**src/rtl/axi_mem_writer_if.sv**
```systemverilog
// AXI4 write-channel bundle (AW, W, B) between a write master and the axi_mem write responder.
interface axi_mem_writer_if #(
    parameter int ADDR_WD = 32,
    parameter int DATA_WD = 128,
    parameter int ID_WD   = 4
);
    logic                 awvalid;
    logic                 awready;
    logic [ID_WD-1:0]     awid;
    logic [ADDR_WD-1:0]   awaddr;
    logic [7:0]           awlen;
    logic [2:0]           awsize;
    logic [1:0]           awburst;
    logic                 wvalid;
    logic                 wready;
    logic [DATA_WD-1:0]   wdata;
    logic [DATA_WD/8-1:0] wstrb;
    logic                 wlast;
    logic                 bvalid;
    logic                 bready;
    logic [ID_WD-1:0]     bid;
    logic [1:0]           bresp;

    modport slave (
        input  awvalid, awid, awaddr, awlen, awsize, awburst,
        input  wvalid, wdata, wstrb, wlast, bready,
        output awready, wready, bvalid, bid, bresp
    );

    modport master (
        output awvalid, awid, awaddr, awlen, awsize, awburst,
        output wvalid, wdata, wstrb, wlast, bready,
        input  awready, wready, bvalid, bid, bresp
    );
endinterface

```
**src/rtl/axi_mem_writer.sv**
```systemverilog
// AXI4 write responder: one outstanding burst, each data beat becomes a registered strobed
// write to the 2048-entry backing store.
//   state  | meaning
//   IDLE   | awready high, waiting for a write address
//   DATA   | wready high, accepting beats until awlen+1 have arrived
//   RESP   | bvalid high, holding bid/bresp until bready
module axi_mem_writer #(
    parameter int ADDR_WD = 32,
    parameter int DATA_WD = 128,
    parameter int ID_WD   = 4,
    parameter int IDX_WD  = 11
) (
    input  logic                 clk,
    input  logic                 rst_n,
    axi_mem_writer_if.slave      axi,
    output logic                 mem_wr_en,
    output logic [IDX_WD-1:0]    mem_wr_idx,
    output logic [DATA_WD-1:0]   mem_wr_data,
    output logic [DATA_WD/8-1:0] mem_wr_strb
);
    localparam int BPB = DATA_WD / 8;
    localparam int LSB = $clog2(BPB);

    localparam logic [1:0] S_IDLE = 2'd0;
    localparam logic [1:0] S_DATA = 2'd1;
    localparam logic [1:0] S_RESP = 2'd2;

    logic [1:0]        state;
    logic [ID_WD-1:0]  id_q;
    logic [7:0]        len_q;
    logic [1:0]        burst_q;
    logic [IDX_WD-1:0] idx_q;
    logic [7:0]        cnt_q;
    logic              aw_err_q;
    logic              err_q;

    logic              aw_bad;
    logic              wrap_len_ok;
    logic              last_beat;
    logic              wlast_bad;
    logic [IDX_WD-1:0] wrap_mask;
    logic [IDX_WD-1:0] idx_inc;
    logic [IDX_WD-1:0] idx_nxt;
    logic              unused_addr_hi;

    assign unused_addr_hi = ^axi.awaddr[ADDR_WD-1:LSB+IDX_WD];

    assign wrap_len_ok = (axi.awlen == 8'd1) || (axi.awlen == 8'd3) ||
                         (axi.awlen == 8'd7) || (axi.awlen == 8'd15);
    assign aw_bad = (axi.awsize != 3'(LSB)) || (axi.awburst == 2'b11) ||
                    ((axi.awburst == 2'b10) && !wrap_len_ok) ||
                    (axi.awaddr[LSB-1:0] != '0);

    assign last_beat = (cnt_q == len_q);
    assign wlast_bad = (axi.wlast != last_beat);

    // A legal WRAP length is 2^n-1, so len itself is the mask of the bits that roll over.
    assign wrap_mask = IDX_WD'(len_q);
    assign idx_inc   = idx_q + IDX_WD'(1);

    always_comb begin
        idx_nxt = idx_inc;
        case (burst_q)
            2'b00:   idx_nxt = idx_q;
            2'b10:   idx_nxt = (idx_q & ~wrap_mask) | (idx_inc & wrap_mask);
            default: idx_nxt = idx_inc;
        endcase
    end

    always_ff @(posedge clk or negedge rst_n) begin
        if (!rst_n) begin
            state       <= S_IDLE;
            id_q        <= '0;
            len_q       <= '0;
            burst_q     <= '0;
            idx_q       <= '0;
            cnt_q       <= '0;
            aw_err_q    <= 1'b0;
            err_q       <= 1'b0;
            axi.awready <= 1'b1;
            axi.wready  <= 1'b0;
            axi.bvalid  <= 1'b0;
            axi.bid     <= '0;
            axi.bresp   <= 2'b00;
            mem_wr_en   <= 1'b0;
            mem_wr_idx  <= '0;
            mem_wr_data <= '0;
            mem_wr_strb <= '0;
        end else begin
            mem_wr_en <= 1'b0;
            case (state)
                S_IDLE: begin
                    if (axi.awvalid && axi.awready) begin
                        id_q        <= axi.awid;
                        len_q       <= axi.awlen;
                        burst_q     <= axi.awburst;
                        idx_q       <= axi.awaddr[LSB+IDX_WD-1:LSB];
                        cnt_q       <= '0;
                        aw_err_q    <= aw_bad;
                        err_q       <= aw_bad;
                        axi.awready <= 1'b0;
                        axi.wready  <= 1'b1;
                        state       <= S_DATA;
                    end
                end
                S_DATA: begin
                    if (axi.wvalid && axi.wready) begin
                        // A wlast mismatch only spoils the response; the data is still written.
                        mem_wr_en   <= !aw_err_q;
                        mem_wr_idx  <= idx_q;
                        mem_wr_data <= axi.wdata;
                        mem_wr_strb <= axi.wstrb;
                        idx_q       <= idx_nxt;
                        cnt_q       <= cnt_q + 8'd1;
                        if (wlast_bad) begin
                            err_q <= 1'b1;
                        end
                        if (last_beat) begin
                            axi.wready <= 1'b0;
                            axi.bvalid <= 1'b1;
                            axi.bid    <= id_q;
                            axi.bresp  <= (err_q || wlast_bad) ? 2'b10 : 2'b00;
                            state      <= S_RESP;
                        end
                    end
                end
                S_RESP: begin
                    if (axi.bvalid && axi.bready) begin
                        axi.bvalid  <= 1'b0;
                        axi.awready <= 1'b1;
                        state       <= S_IDLE;
                    end
                end
                default: begin
                    state <= S_IDLE;
                end
            endcase
        end
    end
endmodule

```
**src/flat_wrapper.sv**
```systemverilog
// flat-port wrapper written by rule: the top's interface ports become plain ports
module axi_mem_writer_flat 
#(
    parameter int ADDR_WD = 32,
    parameter int DATA_WD = 128,
    parameter int ID_WD   = 4,
    parameter int IDX_WD  = 11
)
  (clk, rst_n, mem_wr_en, mem_wr_idx, mem_wr_data, mem_wr_strb, axi_awvalid, axi_awid, axi_awaddr, axi_awlen, axi_awsize, axi_awburst, axi_wvalid, axi_wdata, axi_wstrb, axi_wlast, axi_bready, axi_awready, axi_wready, axi_bvalid, axi_bid, axi_bresp);
  axi_mem_writer_if #(.ADDR_WD(ADDR_WD), .DATA_WD(DATA_WD), .ID_WD(ID_WD)) axi_i ();
  input  logic clk;
  input  logic rst_n;
  output logic mem_wr_en;
  output logic [IDX_WD-1:0] mem_wr_idx;
  output logic [DATA_WD-1:0] mem_wr_data;
  output logic [DATA_WD/8-1:0] mem_wr_strb;
  input wire logic [$bits(axi_i.awvalid)-1:0] axi_awvalid;
  input wire logic [$bits(axi_i.awid)-1:0] axi_awid;
  input wire logic [$bits(axi_i.awaddr)-1:0] axi_awaddr;
  input wire logic [$bits(axi_i.awlen)-1:0] axi_awlen;
  input wire logic [$bits(axi_i.awsize)-1:0] axi_awsize;
  input wire logic [$bits(axi_i.awburst)-1:0] axi_awburst;
  input wire logic [$bits(axi_i.wvalid)-1:0] axi_wvalid;
  input wire logic [$bits(axi_i.wdata)-1:0] axi_wdata;
  input wire logic [$bits(axi_i.wstrb)-1:0] axi_wstrb;
  input wire logic [$bits(axi_i.wlast)-1:0] axi_wlast;
  input wire logic [$bits(axi_i.bready)-1:0] axi_bready;
  output wire logic [$bits(axi_i.awready)-1:0] axi_awready;
  output wire logic [$bits(axi_i.wready)-1:0] axi_wready;
  output wire logic [$bits(axi_i.bvalid)-1:0] axi_bvalid;
  output wire logic [$bits(axi_i.bid)-1:0] axi_bid;
  output wire logic [$bits(axi_i.bresp)-1:0] axi_bresp;
  assign axi_i.awvalid = axi_awvalid;
  assign axi_i.awid = axi_awid;
  assign axi_i.awaddr = axi_awaddr;
  assign axi_i.awlen = axi_awlen;
  assign axi_i.awsize = axi_awsize;
  assign axi_i.awburst = axi_awburst;
  assign axi_i.wvalid = axi_wvalid;
  assign axi_i.wdata = axi_wdata;
  assign axi_i.wstrb = axi_wstrb;
  assign axi_i.wlast = axi_wlast;
  assign axi_i.bready = axi_bready;
  assign axi_awready = axi_i.awready;
  assign axi_wready = axi_i.wready;
  assign axi_bvalid = axi_i.bvalid;
  assign axi_bid = axi_i.bid;
  assign axi_bresp = axi_i.bresp;
  axi_mem_writer #(.ADDR_WD(ADDR_WD), .DATA_WD(DATA_WD), .ID_WD(ID_WD), .IDX_WD(IDX_WD)) u_core (.clk(clk), .rst_n(rst_n), .axi(axi_i), .mem_wr_en(mem_wr_en), .mem_wr_idx(mem_wr_idx), .mem_wr_data(mem_wr_data), .mem_wr_strb(mem_wr_strb));
endmodule
```
**config.mk**
```make
export PLATFORM = sky130hd
export DESIGN_NAME = axi_mem_writer_flat
export DESIGN_NICKNAME = d
export VERILOG_FILES = /design/src/rtl/axi_mem_writer_if.sv /design/src/rtl/axi_mem_writer.sv /design/src/flat_wrapper.sv
export SDC_FILE = /design/constraint.sdc
export NUM_CORES = 1
export LEC_CHECK = 0
export ABC_AREA = 1
export ABC_CLOCK_PERIOD_IN_PS = 1590
export BUFFER_PORTS_ARGS = -buffer_cell sky130_fd_sc_hd__buf_2
export CAP_MARGIN = 20
export CORE_UTILIZATION = 43
export DETAILED_ROUTE_END_ITERATION = 10
export PLACE_DENSITY = 0.73
export SLEW_MARGIN = 30
export SYNTH_ARGS = -nofsm -noshare
export SYNTH_HDL_FRONTEND = slang
export SYNTH_SLANG_ARGS = --single-unit
```
**constraint.sdc**
```tcl
create_clock -name clk -period 1.59 [get_ports clk]
set_clock_uncertainty 0.15 [all_clocks]
set_input_delay 0.2385 -clock clk [delete_from_list [all_inputs] [get_ports clk]]
set_output_delay 0.2385 -clock clk [all_outputs]
set_load 0.05 [all_outputs]
```
# Word-level counts from Yosys, hierarchy flattened
# Cells that the tools add are included.
dict set report totals {
  reg_bits 202
  latch_bits 0
  ramBits 0
  romBits 0
  in_bits 199
  output_inout_bits 165
  word_cells 100
  mem_count 0
}
dict set report op_classes {
  addsub 2
  mul 0
  div_mod_pow 0
  magnitude_cmp 0
  eq_ne 18
  shift 0
  mux 30
  n_bitwise 4
  reduce_logical 29
}
# cell n
set ops {}
lappend ops {{case mux 11 bit (2 select lines)} 2}
lappend ops {{two-way mux 11 bit} 2}
lappend ops {{AND reduction 4 bit} 5}
lappend ops {{two-way mux 8 bit} 2}
lappend ops {{case mux 8 bit (2 select lines)} 1}
lappend ops {{two-way mux 1 bit} 13}
lappend ops {{adder 11 x 1 -> 11 bit (second input constant)} 1}
lappend ops {{AND 11 bit} 1}
lappend ops {{AND 11 x 8 -> 11 bit} 1}
lappend ops {{inverter 8 -> 11 bit} 1}
lappend ops {{OR 11 bit} 1}
lappend ops {{two-way mux 2 bit} 5}
lappend ops {{inequality test 2 x 1 -> 1 bit (second input constant)} 5}
lappend ops {{AND reduction 3 bit} 3}
lappend ops {{adder 8 x 1 -> 8 bit (second input constant)} 1}
lappend ops {{equality test 2 bit (second input constant)} 4}
lappend ops {{equality test 8 x 1 -> 1 bit (second input constant)} 1}
lappend ops {{equality test 8 x 2 -> 1 bit (second input constant)} 1}
lappend ops {{equality test 8 x 3 -> 1 bit (second input constant)} 1}
lappend ops {{equality test 8 x 4 -> 1 bit (second input constant)} 1}
lappend ops {{equality test 8 bit} 1}
lappend ops {{case mux 1 bit (2 select lines)} 4}
lappend ops {{logical OR 1 bit} 7}
lappend ops {{case mux 2 bit (3 select lines)} 1}
lappend ops {{other kinds (10)} 18}

# Longest topological paths before layout
# Gate-level depths: netlist of run 1.
dict set report logic_depth {
  depth_word 10
  depth_mapped 10
  depth_no_buf 10
}

# Worst setup path after synthesis of run 1
# OpenSTA, ideal clock, no wires.
dict set report synth_path {
  path_kind {reg-to-reg}
  startpoint {reg u_core.axi.awready}
  endpoint {reg u_core.cnt_q[7]}
  setup_ns 0.134
  t_arrival_ns 1.516
  required_ns 1.306
  path_slack_ns -0.210
  path_stages_with_launch 10
  n_path_buf 0
  synth_period_minus_slack_ns 1.800
  path_cell_list {dfstp_2 nand2_1 inv_1 nand2_2 nand2_4 nand2_1 nor2_1 nand2_1 nor3_1 nor3_1}
}
dict set report synth_between {
  elab_chain_cells 3
}
# item line_no
set synth_lines {}
lappend synth_lines {{start: declaration} axi_mem_writer_if.sv:27} ;# output awready, wready, bvalid, bid, bresp
lappend synth_lines {{start signal: assignment} axi_mem_writer.sv:80} ;# axi.awready <= 1'b1;
lappend synth_lines {{start signal: assignment} axi_mem_writer.sv:101} ;# axi.awready <= 1'b0;
lappend synth_lines {{start signal: assignment} axi_mem_writer.sv:130} ;# axi.awready <= 1'b1;
lappend synth_lines {{logical AND 1 bit} axi_mem_writer.sv:93} ;# if (axi.awvalid && axi.awready) begin
lappend synth_lines {{inequality test 2 x 1 -> 1 bit (no line)} n/a}
lappend synth_lines {{AND reduction 3 bit (no line)} n/a}
lappend synth_lines {{end signal: assignment} axi_mem_writer.sv:114} ;# cnt_q <= cnt_q + 8'd1;
lappend synth_lines {{end: declaration} axi_mem_writer.sv:33} ;# logic [7:0] cnt_q;
# No other way between the ends.
# A chain may end at the register's enable or synchronous reset.

# Worst setup path after layout of run 1
dict set report layout_path {
  startpoint {reg u_core.axi.awready}
  endpoint {out axi_awready}
}
# item line_no
set layout_rtl {}
lappend layout_rtl {{end: declaration} flat_wrapper.sv:28} ;# output wire logic [$bits(axi_i.awready)-1:0] axi_awready;
# No word-level cell between the ends.

==> results of run 1 <==
-- layer usage --
layer | vias up | wire [um] | track usage [%]
met5 | - | 0 | 0
met4 | 0 | 2030 | 17.4
met3 | 171 | 2370 | 5.78
met2 | 541 | 15500 | 50.0
met1 | 4325 | 11600 | 32.9
li1 | 4151 | - | -
-- flip-flops by register name (all words and copies together), names as in the netlist, named ones only --
name and count:
u_core.err_q 1, u_core.mem_wr_en 1, u_core.cnt_q 8, u_core.axi.bid 4, u_core.axi.awready 1, u_core.burst_q 2
u_core.axi.wready 1, u_core.axi.bvalid 1, u_core.id_q 4, u_core.mem_wr_strb 16, u_core.len_q 8, u_core.mem_wr_data 128
u_core.idx_q 4, u_core.state 2, u_core.mem_wr_idx 11, u_core.aw_err_q 1, u_core.axi.bresp 1
-- placed cells by master, fill, tap and decap left out, drive strengths merged, types with 3 or more instances in the layout --
cell and count:
buf 409, clkinv 3, o21ai 49, a31oi 4
nand2 544, nand3 10, nand4 4, nor2 25
a21oi 10, nor3 10, dlygate4sd3 179, inv 45
clkbuf 40, dfrtp 200, xnor2 5, xor2 5
-- cells by family (layout without fill, tap and decap cells) --
family                     Yosys count  count (layout)  synth area share, %
muxes                                1               1                0.122
other                                1               1               0.0457
adders and majority gates            2               2                0.305
xor gates and xnor gates            10              10                 1.07
AOI/OAI and AO/OA                   71              71                 4.89
and+or+nand+nor                    595             595                 28.1
buffers and inverters               84             680                 4.21
DFF                                201             201                 61.3
-- metrics by stage --
stage | instance area (um^2) | TNS, ns | hold slack [ns]
floorplan | 8250 | -0.519 | -0.207
detailed placement | 10600 | -2.07 | 0.0820
finish | 13800 | -0.158 | 0.0516
global placement | 10600 | -0.0331 | 0.0729
global route | 13800 | -2.52 | 0.0907
CTS | 13300 | -0.0711 | 0.0206
-- path summary, 6_finish.rpt --
check / start / endpoint / slack [ns]
worst max-delay path: u_core.axi.awready / axi_awready / -0.06
max in group asynchronous: rst_n / u_core.axi.awready / 0.56
worst min-delay path: axi_awsize[2] / u_core.aw_err_q / 0.05
worst max register to register: u_core.state[0] / u_core.mem_wr_strb[2] / -0.05
worst min register to register: u_core.mem_wr_data[80] / u_core.mem_wr_data[80] / 0.32
min in group asynchronous: rst_n / u_core.mem_wr_data[74] / 0.10
-- worst min-delay path: stages --
cell	delay [ns]
sky130_fd_sc_hd__buf_2	0.09
sky130_fd_sc_hd__inv_1	0.04
sky130_fd_sc_hd__nor4_1	0.04
sky130_fd_sc_hd__nand3_1	0.09
sky130_fd_sc_hd__nor2_2	0.06
sky130_fd_sc_hd__nor2_1	0.08
-- power breakdown --
group / internal [mW] / switching [mW]
logic: 4.81 / 12.7
registers: 7.50 / 1.54
clock network: 3.22 / 2.04
total: 15.5 / 16.2
-- timing repair --
action | 4_1_cts | 5_1_grt
endpoints found under the hold margin | 376 | 0
pin swaps | 1 | 13
hold buffers | 179 | 0
gates cloned | 1 | 12
setup endpoints to repair | 107 | 150
buffers inserted | 2 | 8
resized for setup | 19 | 77
-- cell type report --
| cell class | count | area (um^2) | area share [%] |
|---|---|---|---|
| Sequential cell | 201 | 5030 | 36.5 |
| Timing Repair Buffer | 597 | 4460 | 32.3 |
| Multi-Input combinational cell | 680 | 3040 | 22.0 |
| Clock buffer | 31 | 666 | 4.83 |
| Tap cell | 234 | 293 | 2.12 |
| Inverter | 44 | 194 | 1.41 |
| Clock inverter | 6 | 85.1 | 0.617 |
| Timing Repair inverter | 2 | 27.5 | 0.200 |
==> reports/results.env, run 1 <==
CRITPATHCAPTURETYPE='primary output'
DIE_W_UM=140
GRT_SETUP_UNREPAIRED='yes'
CHIPHEIGHT_UM=140
WHS_PATH_DEPTH=6
GRT_PASS1_VIAS=9142
FINISH.NET_COUNT=1749
PRE_CTS_SLACK_NS=-0.0658
CRITICAL-PATH-SLOWEST-CELL='sky130_fd_sc_hd__dfstp_2'
POWER_LEAKAGE_nW=7.56
VIAS=9188
PWR_DENSITY_CELL_mW_PER_MM2=2300
OUTCOME='complete, but fails checks'
ROUTE.FINAL.WIRE_LENGTH_UM=31500
FIN_CRIT_NS=1.65
SLEW_VIOLATIONS=0
INITIAL_UTILIZATION_PCT=43.9
PIN_COUNT_OF_THE_BIGGEST_NET_ENTERING_GLOBAL_ROUTING=68
SYNTH_ENABLE_FLOP_CELLS=0
YOSYS_WARNINGS=0
VIOLATIONS='setup timing'
SYNTH.AREA.TOP_CELLS='sky130_fd_sc_hd__dfrtp_1 (61%), sky130_fd_sc_hd__nand2_1 (25%), sky130_fd_sc_hd__o21ai_0 (2.9%)'
CLOCK_LATENCY_ON_THE_WORST_SKEW_PAIR_NS=0.50
CLOCK_PATH_BUFFERS=3
ROOT_BUFFER='sky130_fd_sc_hd__clkbuf_16'
FINALSETUPVIOLCOUNT=4
TIMING.FINAL.HOLD_VIOLATIONS=0
POSTSYNTHAREAPERCELL_UM2=8.51
SYNTHESIS_TO_FINISH_AREA_GROWTH_PCT=68.1
FILLCELLCOUNT=1178
POST-ROUTE-PERIOD-UTIL_PCT=104
ANTENNADIODECOUNT=0
TIMING.HOLD.WORST.CLASS='input pin to flip-flop'
ROUTED_VIA_DENSITY=5.12
CAP_VIOL_MAX_COUNT=0
FLOORPLAN.DIE_AREA_MM2=0.0196
ROUTEDWLPERCELL_UM=17.5
CRITICAL_PATH_SOURCE_TYPE='flip-flop'
PLACE_INST=1557
DETAIL_ROUTE.DRC_VIOLATIONS=0
TIMING.REG2REG.WORST_PATH_DEPTH=7
ROUTABILITYCONGESTION=0.871
ROWS=50
SYNTH_FP_NETS=1166
CLOCK_TREE_FROM_TRITONCTS='done'
GRT-OVFL-TOTAL=0
WORST_EP_ARRIVAL_TIME_NS=1.27
FINAL_CELLS=1795
MAX_FREQ_GHz=0.604
SYNTHDOMINANTAREACELLTYPE='sky130_fd_sc_hd__dfrtp_1'
FIRST_PASS_ITERS=5
CP_SLOWEST_STAGE_DELAY_NS=0.54
SYNTH_SEQ_CELLS=201
CRITICALPATHCATEGORY='flip-flop to primary output'
DR.FIRST_ITER.DRC_COUNT=695
GRT_FIRST_PASS_WIRELENGTH_UM=45100
LAYOUT_SETUP_WS_NS=-0.0643
WORST-PATH-MAX-FANOUT=2
CTS_MAX_LEVEL=1
CTS_BUFFERS=22
CTS_SINKS=201
ANTENNA_FOUND_INITIAL=0
FRACTION_OF_LAYOUT_CELLS_WITH_A_SIZE_SUFFIX_ABOVE_1_PCT=33.4
SYNTHFLOPTYPE='sky130_fd_sc_hd__dfrtp_1'
CRITICAL_PATH_BUF_INV_COUNT=2
POST_SYNTH_INSTANCE_AREA_MM2=0.00821
WORST_SETUP_HOLD_PATH_CLK_SLEW_NS=0.06
CRIT_PATH_CELL_TRACE='buf_6 > buf_8'
POWER_mW=31.8
PLACEABLECOREAREA_MM2=0.0187
DP.FINAL_HPWL_UM=16900
FIN_UTIL_PCT=73.7
POSTROUTEANTENNANETS=0
IOPINCOUNT=364
SYNTH.MOST_COMMON_CELL='sky130_fd_sc_hd__nand2_1'
OVERALL_FRACTION_OF_GLOBAL_ROUTE_TRACKS_IN_USE_PCT=28.8
SYNTHARSTFLOPSHARE_PCT=100
SYNTHDISTINCTLIBCELLS=35
VDD_IR_DROP_MAX_V=0.00142
NETLIST.AREA_LEADER.SHARE_PCT=61.0
SYNTHCELLS=965
PORT_BUFFERS=345
SYNTH_COMMON_CELLS='sky130_fd_sc_hd__nand2_1 (541), sky130_fd_sc_hd__dfrtp_1 (200), sky130_fd_sc_hd__o21ai_0 (47)'
WORST_EP_REQUIRED_TIME_NS=1.20
SYNTH_SEQUENTIAL_AREA_RATIO_PCT=61.3
CP_NUM_CELLS=2
KIND_OF_CELL_WITH_THE_HIGHEST_COMBINED_DELAY_ON_THE_CRITICAL_PATH='flip-flops'
Power figures use the tool's default switching activity.
==> run 2: changes to the inputs <==
MAX_ROUTING_LAYER = met4   (was not set)
==> reports/results.env, run 2 (synthesized netlist as in run 1, its figures left out) <==
POWER_LEAKAGE_nW=7.60  # +0.63%
IOPINCOUNT=364  # unchanged
FIN_UTIL_PCT=74.5  # +0.71 points
DP.FINAL_HPWL_UM=16900  # unchanged
ROUTE.FINAL.WIRE_LENGTH_UM=32300  # +2.7%
FINISH.NET_COUNT=1751  # +0.11%
CLOCK_LATENCY_ON_THE_WORST_SKEW_PAIR_NS=0.50  # about the same
CLOCK_PATH_BUFFERS=3  # unchanged
GRT_FIRST_PASS_WIRELENGTH_UM=45300  # +0.38%
TIMING.HOLD.WORST.CLASS='input pin to flip-flop'
FILLCELLCOUNT=1150  # -2.4%
OUTCOME='complete, but fails checks'
VIAS=9259  # +0.77%
CTS_BUFFERS=22  # unchanged
LARGEST_REGISTER='u_core.mem_wr_data'
ROWS=50  # unchanged
LAYOUT.AREA.SEQ_MM2=0.00503  # unchanged
ROUTED_VIA_DENSITY=5.15  # +0.60%
POWER_mW=32.1  # +1.1%
VDD_IR_DROP_MAX_V=0.00147  # +3.1%
ANTENNA_FOUND_INITIAL=1  # +1
CTS_SINKS=201  # unchanged
WORST_SETUP_HOLD_PATH_CLK_SLEW_NS=0.06  # about the same
WORST_EP_REQUIRED_TIME_NS=1.20  # about the same
CRITPATHCAPTURETYPE='primary output'
GRT-OVFL-TOTAL=0  # unchanged
DETAIL_ROUTE.DRC_VIOLATIONS=0  # unchanged
FINALSETUPVIOLCOUNT=5  # +1
MAX_FREQ_GHz=0.603  # -0.18%
DIE_W_UM=140  # unchanged
FRACTION_OF_LAYOUT_CELLS_WITH_A_SIZE_SUFFIX_ABOVE_1_PCT=35.2  # +1.8 points
LAYOUT_SETUP_WS_NS=-0.0673  # -0.00298 ns
FINAL_COMMON_CELL='sky130_fd_sc_hd__nand2_1'
DR.FIRST_ITER.DRC_COUNT=732  # +5.3%
FIRST_PASS_ITERS=7  # +2
FIN_CRIT_NS=1.66  # +0.00298 ns
DESIGN_AREA_MM2=0.0139  # +0.96%
TIMING.CRITICAL_PATH.FROM='u_core.axi.awready'
CHIPHEIGHT_UM=140  # unchanged
GRT_SETUP_UNREPAIRED='yes'
CTS_MAX_LEVEL=1  # unchanged
CAP_VIOL_MAX_COUNT=0  # unchanged
REG2REG_FROM='u_core.axi.awready'
PIN_COUNT_OF_THE_BIGGEST_NET_ENTERING_GLOBAL_ROUTING=68  # unchanged
TIMING.SETUP.TNS_NS=-0.130  # +0.0278 ns
MOST-COMMON-LAYOUT-CELLS='sky130_fd_sc_hd__nand2_1 (491), sky130_fd_sc_hd__buf_2 (340), sky130_fd_sc_hd__dfrtp_1 (199)'
WORST_EP_ARRIVAL_TIME_NS=1.27  # about the same
PLACE_INST=1557  # unchanged
PORT_BUFFERS=345  # unchanged
MULTIINPUTGATEAREA_MM2=0.00312  # +2.6%
CRITICAL_PATH_SOURCE_TYPE='flip-flop'
PLACEABLECOREAREA_MM2=0.0187  # unchanged
CRITICALPATHCATEGORY='flip-flop to primary output'
TIMING.FINAL.HOLD_VIOLATIONS=0  # unchanged
LARGEST_REGISTER_FFS=128  # unchanged
ROUTABILITYCONGESTION=0.886  # +1.6%
ROUTEDWLPERCELL_UM=18.0  # +2.5%
PWR_DENSITY_CELL_mW_PER_MM2=2310  # +0.10%
WORST_HOLD_SLACK_AFTER_FINAL_LAYOUT_NS=0.0423  # -0.00924 ns
CLOCK_TREE_FROM_TRITONCTS='done'
FINAL_CELLS=1798  # +0.17%
SYNTHESIS_TO_FINISH_AREA_GROWTH_PCT=69.7
SLEW_VIOLATIONS=0  # unchanged
WORST_HOLD_STARTPOINT='axi_awsize[2]'
GRT_PASS1_VIAS=9154  # +0.13%
TOP_REGS='u_core.mem_wr_data: 128 flops, u_core.mem_wr_strb: 16 flops, u_core.mem_wr_idx: 11 flops'
VIOLATIONS='setup timing'
POSTROUTEANTENNANETS=0  # unchanged
FLOORPLAN.DIE_AREA_MM2=0.0196  # unchanged
DETAILED_PLACE.AREA_MM2=0.0106  # unchanged
OVERALL_FRACTION_OF_GLOBAL_ROUTE_TRACKS_IN_USE_PCT=29.8  # +1.0 points
WORST-PATH-MAX-FANOUT=2  # unchanged
INITIAL_UTILIZATION_PCT=43.9  # unchanged
POST-ROUTE-PERIOD-UTIL_PCT=104  # +0.19 points
ROOT_BUFFER='sky130_fd_sc_hd__clkbuf_16'
PRE_CTS_SLACK_NS=-0.0658  # unchanged
run 2: worst max-delay path, stage by stage, from the launching register on:
cell	delay [ns]
sky130_fd_sc_hd__dfstp_2	0.54
sky130_fd_sc_hd__buf_6	0.10
sky130_fd_sc_hd__buf_8	0.13
run 2: power breakdown:
group	internal [mW]	switching [mW]	leakage, nW
clock network	3.22	2.05	0.365
registers	7.50	1.56	2.49
logic	4.94	12.8	4.75
total	15.7	16.5	7.60
run 2: final cells by class:
| class | instances | share of cell area, % |
|---|---|---|
| timing repair inverter | 2 | 0.198 |
| tap | 234 | 2.10 |
| clock buffer | 31 | 4.78 |
| timing repair buffer | 599 | 32.4 |
| sequential | 201 | 36.1 |
| inverter | 44 | 1.39 |
| antenna | 1 | 0.0180 |
| multi-input combinational | 680 | 22.4 |
| clock inverter | 6 | 0.611 |
run 2: final timing paths:
path | endpoint | cells after the start | slack (ns)
max in group asynchronous | u_core.axi.awready | 3 | 0.55
min in group asynchronous | u_core.mem_wr_data[74] | 2 | 0.11
setup / recovery | axi_awready | 2 | -0.07
setup reg to reg | flip-flop | 9 | -0.03
hold / removal | u_core.aw_err_q | 6 | 0.04
hold reg to reg | u_core.mem_wr_idx[0] | 2 | 0.32
run 2: what timing repair did:
item                       in CTS  in global routing
hold endpoints to repair      376                  0
pin swaps                       1                 14
buffers inserted                2                  8
setup endpoints to repair     107                152
gates resized for setup        19                107
gates cloned                    1                 14
hold buffers                  179                  0
run 2: routing by layer:
metal / track usage [%] / vias up / part of all wire [%]
li1: - / 4153 / -
met1: 33.2 / 4360 / 37
met2: 49.8 / 581 / 49
met3: 5.78 / 165 / 7.9
met4: 17.8 / 0 / 6.1
met5: - / - / 0
==> run 3: changes to the inputs <==
RECOVER_POWER = 25   (was not set)
==> reports/results.env, run 3 (synthesized netlist as in run 1, its figures left out) <==
POWER_mW=32.1  # about the same
VIAS=9277  # +0.19%
GRT_SETUP_UNREPAIRED='yes'
TIMING.HOLD.WORST.CLASS='input pin to flip-flop'
ROUTE.FINAL.WIRE_LENGTH_UM=32300  # about the same
CLOCK_PATH_BUFFERS=3  # unchanged
FIN_UTIL_PCT=74.2  # -0.23 points
GRT_FIRST_PASS_WIRELENGTH_UM=45300  # unchanged
PORT_BUFFERS=345  # unchanged
CLOCK_LATENCY_ON_THE_WORST_SKEW_PAIR_NS=0.50  # about the same
MET2_USAGE_PCT=49.8  # unchanged
OUTCOME='complete, but fails checks'
SLEW_VIOLATIONS=0  # unchanged
FINISH.NET_COUNT=1751  # unchanged
POWER_LEAKAGE_nW=7.59  # -0.23%
ROUTABILITYCONGESTION=0.886  # unchanged
CTS_BUFFERS=22  # unchanged
CP_SLOWEST_STAGE_DELAY_NS=0.54  # about the same
GR_LAYER_USAGE_MET3_PCT=5.78  # unchanged
DR.FIRST_ITER.DRC_COUNT=745  # +1.8%
CRITICAL_PATH_SOURCE_TYPE='flip-flop'
IOPINCOUNT=364  # unchanged
CTS_MAX_LEVEL=1  # unchanged
CHIPHEIGHT_UM=140  # unchanged
GRT_PASS1_VIAS=9154  # unchanged
SLEW_OF_THE_PIN_WITH_THE_LOWEST_SLEW_MARGIN_NS=0.728
ROOT_BUFFER='sky130_fd_sc_hd__clkbuf_16'
PIN_COUNT_OF_THE_BIGGEST_NET_ENTERING_GLOBAL_ROUTING=68  # unchanged
POST-ROUTE-PERIOD-UTIL_PCT=104  # +0.12 points
FINALSETUPVIOLCOUNT=5  # unchanged
FRACTION_OF_LAYOUT_CELLS_WITH_A_SIZE_SUFFIX_ABOVE_1_PCT=35.1  # -0.064 points
SYNTHESIS_TO_FINISH_AREA_GROWTH_PCT=69.2
DETAILED_PLACE.AREA_MM2=0.0106  # unchanged
ROUTED_VIA_DENSITY=5.16  # +0.19%
CRIT_PATH_CELL_TRACE='buf_6 > buf_8'
DP.FINAL_HPWL_UM=16900  # unchanged
SLEW_HEADROOM_PCT=51.5
FINAL_COMMON_CELL='sky130_fd_sc_hd__nand2_1'
LARGEST_REGISTER='u_core.mem_wr_data'
PLACEABLECOREAREA_MM2=0.0187  # unchanged
MOST-COMMON-LAYOUT-CELLS='sky130_fd_sc_hd__nand2_1 (491), sky130_fd_sc_hd__buf_2 (340), sky130_fd_sc_hd__dfrtp_1 (199)'
WORST_SETUP_HOLD_PATH_CLK_SLEW_NS=0.06  # about the same
GRT-OVFL-TOTAL=0  # unchanged
DETAIL_ROUTE.DRC_VIOLATIONS=0  # unchanged
FIRST_PASS_ITERS=6  # -1
INITIAL_UTILIZATION_PCT=43.9  # unchanged
CRITICALPATHCATEGORY='flip-flop to primary output'
GR-MAX-USAGE-LAYER='met2'
LARGEST_REGISTER_FFS=128  # unchanged
CTS_SINKS=201  # unchanged
DIE_W_UM=140  # unchanged
FLOORPLAN.DIE_AREA_MM2=0.0196  # unchanged
MAX_FREQ_GHz=0.603  # -0.11%
USE_MET1_PCT=33.2  # unchanged
CRITPATHCAPTURETYPE='primary output'
OVERALL_FRACTION_OF_GLOBAL_ROUTE_TRACKS_IN_USE_PCT=29.8  # unchanged
POSTROUTEANTENNANETS=0  # unchanged
FIN_CRIT_NS=1.66  # +0.00190 ns
WORST_EP_REQUIRED_TIME_NS=1.20  # about the same
KIND_OF_CELL_WITH_THE_HIGHEST_COMBINED_DELAY_ON_THE_CRITICAL_PATH='flip-flops'
PWR_DENSITY_CELL_mW_PER_MM2=2310  # +0.25%
ANTENNA_FOUND_INITIAL=1  # unchanged
CRITICAL_PATH_BUF_INV_COUNT=2  # unchanged
WORST-PATH-MAX-FANOUT=2  # unchanged
CLOCK_TREE_FROM_TRITONCTS='done'
TIMING.SETUP.TNS_NS=-0.129  # +0.00198 ns
DESIGN_AREA_MM2=0.0139  # -0.31%
WORST_EP_ARRIVAL_TIME_NS=1.27  # about the same
LAYOUT_SETUP_WS_NS=-0.0692  # -0.00190 ns
WORST_HOLD_SLACK_AFTER_FINAL_LAYOUT_NS=0.0431  # +0.000735 ns
CRITICAL-PATH-SLOWEST-CELL='sky130_fd_sc_hd__dfstp_2'
VDD_IR_DROP_MAX_V=0.00146  # -0.36%
VIOLATIONS='setup timing'
ROUTEDWLPERCELL_UM=18.0  # about the same
TOP_REGS='u_core.mem_wr_data: 128 flops, u_core.mem_wr_strb: 16 flops, u_core.mem_wr_idx: 11 flops'
ROWS=50  # unchanged
CAP_VIOL_MAX_COUNT=0  # unchanged
TIMING.FINAL.HOLD_VIOLATIONS=0  # unchanged
==> run 3: cell type report <==
cell class | count | area, um^2
Antenna cell | 1 | 2.50
Clock buffer | 31 | 666
Clock inverter | 6 | 85.1
Fill cell | 1160 | 4820
Inverter | 44 | 194
Multi-Input combinational cell | 680 | 3120
Sequential cell | 201 | 5030
Tap cell | 234 | 293
Timing Repair Buffer | 599 | 4470
Timing Repair inverter | 2 | 27.5
==> run 3: layer usage <==
| metal | share of wire (%) | routed length [um] | up-vias |
|---|---|---|---|
| met5 | 0 | 0 | - |
| met4 | 6.2 | 1990 | 0 |
| met3 | 8.1 | 2620 | 178 |
| met2 | 49 | 15800 | 597 |
| met1 | 37 | 11900 | 4352 |
| li1 | - | - | 4150 |
==> run 3: what timing repair did <==
| action | in CTS | in global routing |
|---|---|---|
| gates resized for setup | 19 | 107 |
| pin swaps | 1 | 14 |
| setup endpoints to repair | 107 | 152 |
| hold endpoints to repair | 376 | 0 |
| cloned | 1 | 14 |
| setup buffers | 2 | 8 |
| hold buffers | 179 | 0 |
==> run 3: stage by stage <==
stage                     setup WS, ns  std cells
after global routing            -0.124       1798
after CTS                      -0.0711       1775
after floorplan                 -0.138        965
after detailed placement       -0.0658       1557
final                          -0.0692       1798
after global placement        -0.00771       1557
==> run 3: worst register-to-register path, delay by kind of cell (launching register included) <==
family	cells	cell delay, ns
compound gates	3	0.33
simple gates	4	0.32
buf+inv	2	0.21
flops	1	0.54
==> run 3: path summary, 6_finish.rpt <==
kind | startpoint | endpoint | slack, ns | depth (start not counted)
min in group asynchronous | rst_n | u_core.mem_wr_data[74] | 0.22 | 2
max in group asynchronous | rst_n | u_core.mem_wr_data[86] | 0.13 | 3
hold / removal | axi_awsize[2] | u_core.aw_err_q | 0.04 | 6
setup / recovery | u_core.axi.awready | axi_awready | -0.07 | 2
hold reg to reg | u_core.mem_wr_idx[0] | u_core.mem_wr_idx[0] | 0.32 | 2
setup reg to reg | u_core.axi.awready | flip-flop | -0.03 | 9
==> run 3: where the power goes <==
part | internal (mW) | leakage, nW | switching, mW
clock | 3.22 | 0.365 | 2.06
combinational | 4.92 | 4.73 | 12.8
sequential | 7.50 | 2.49 | 1.56
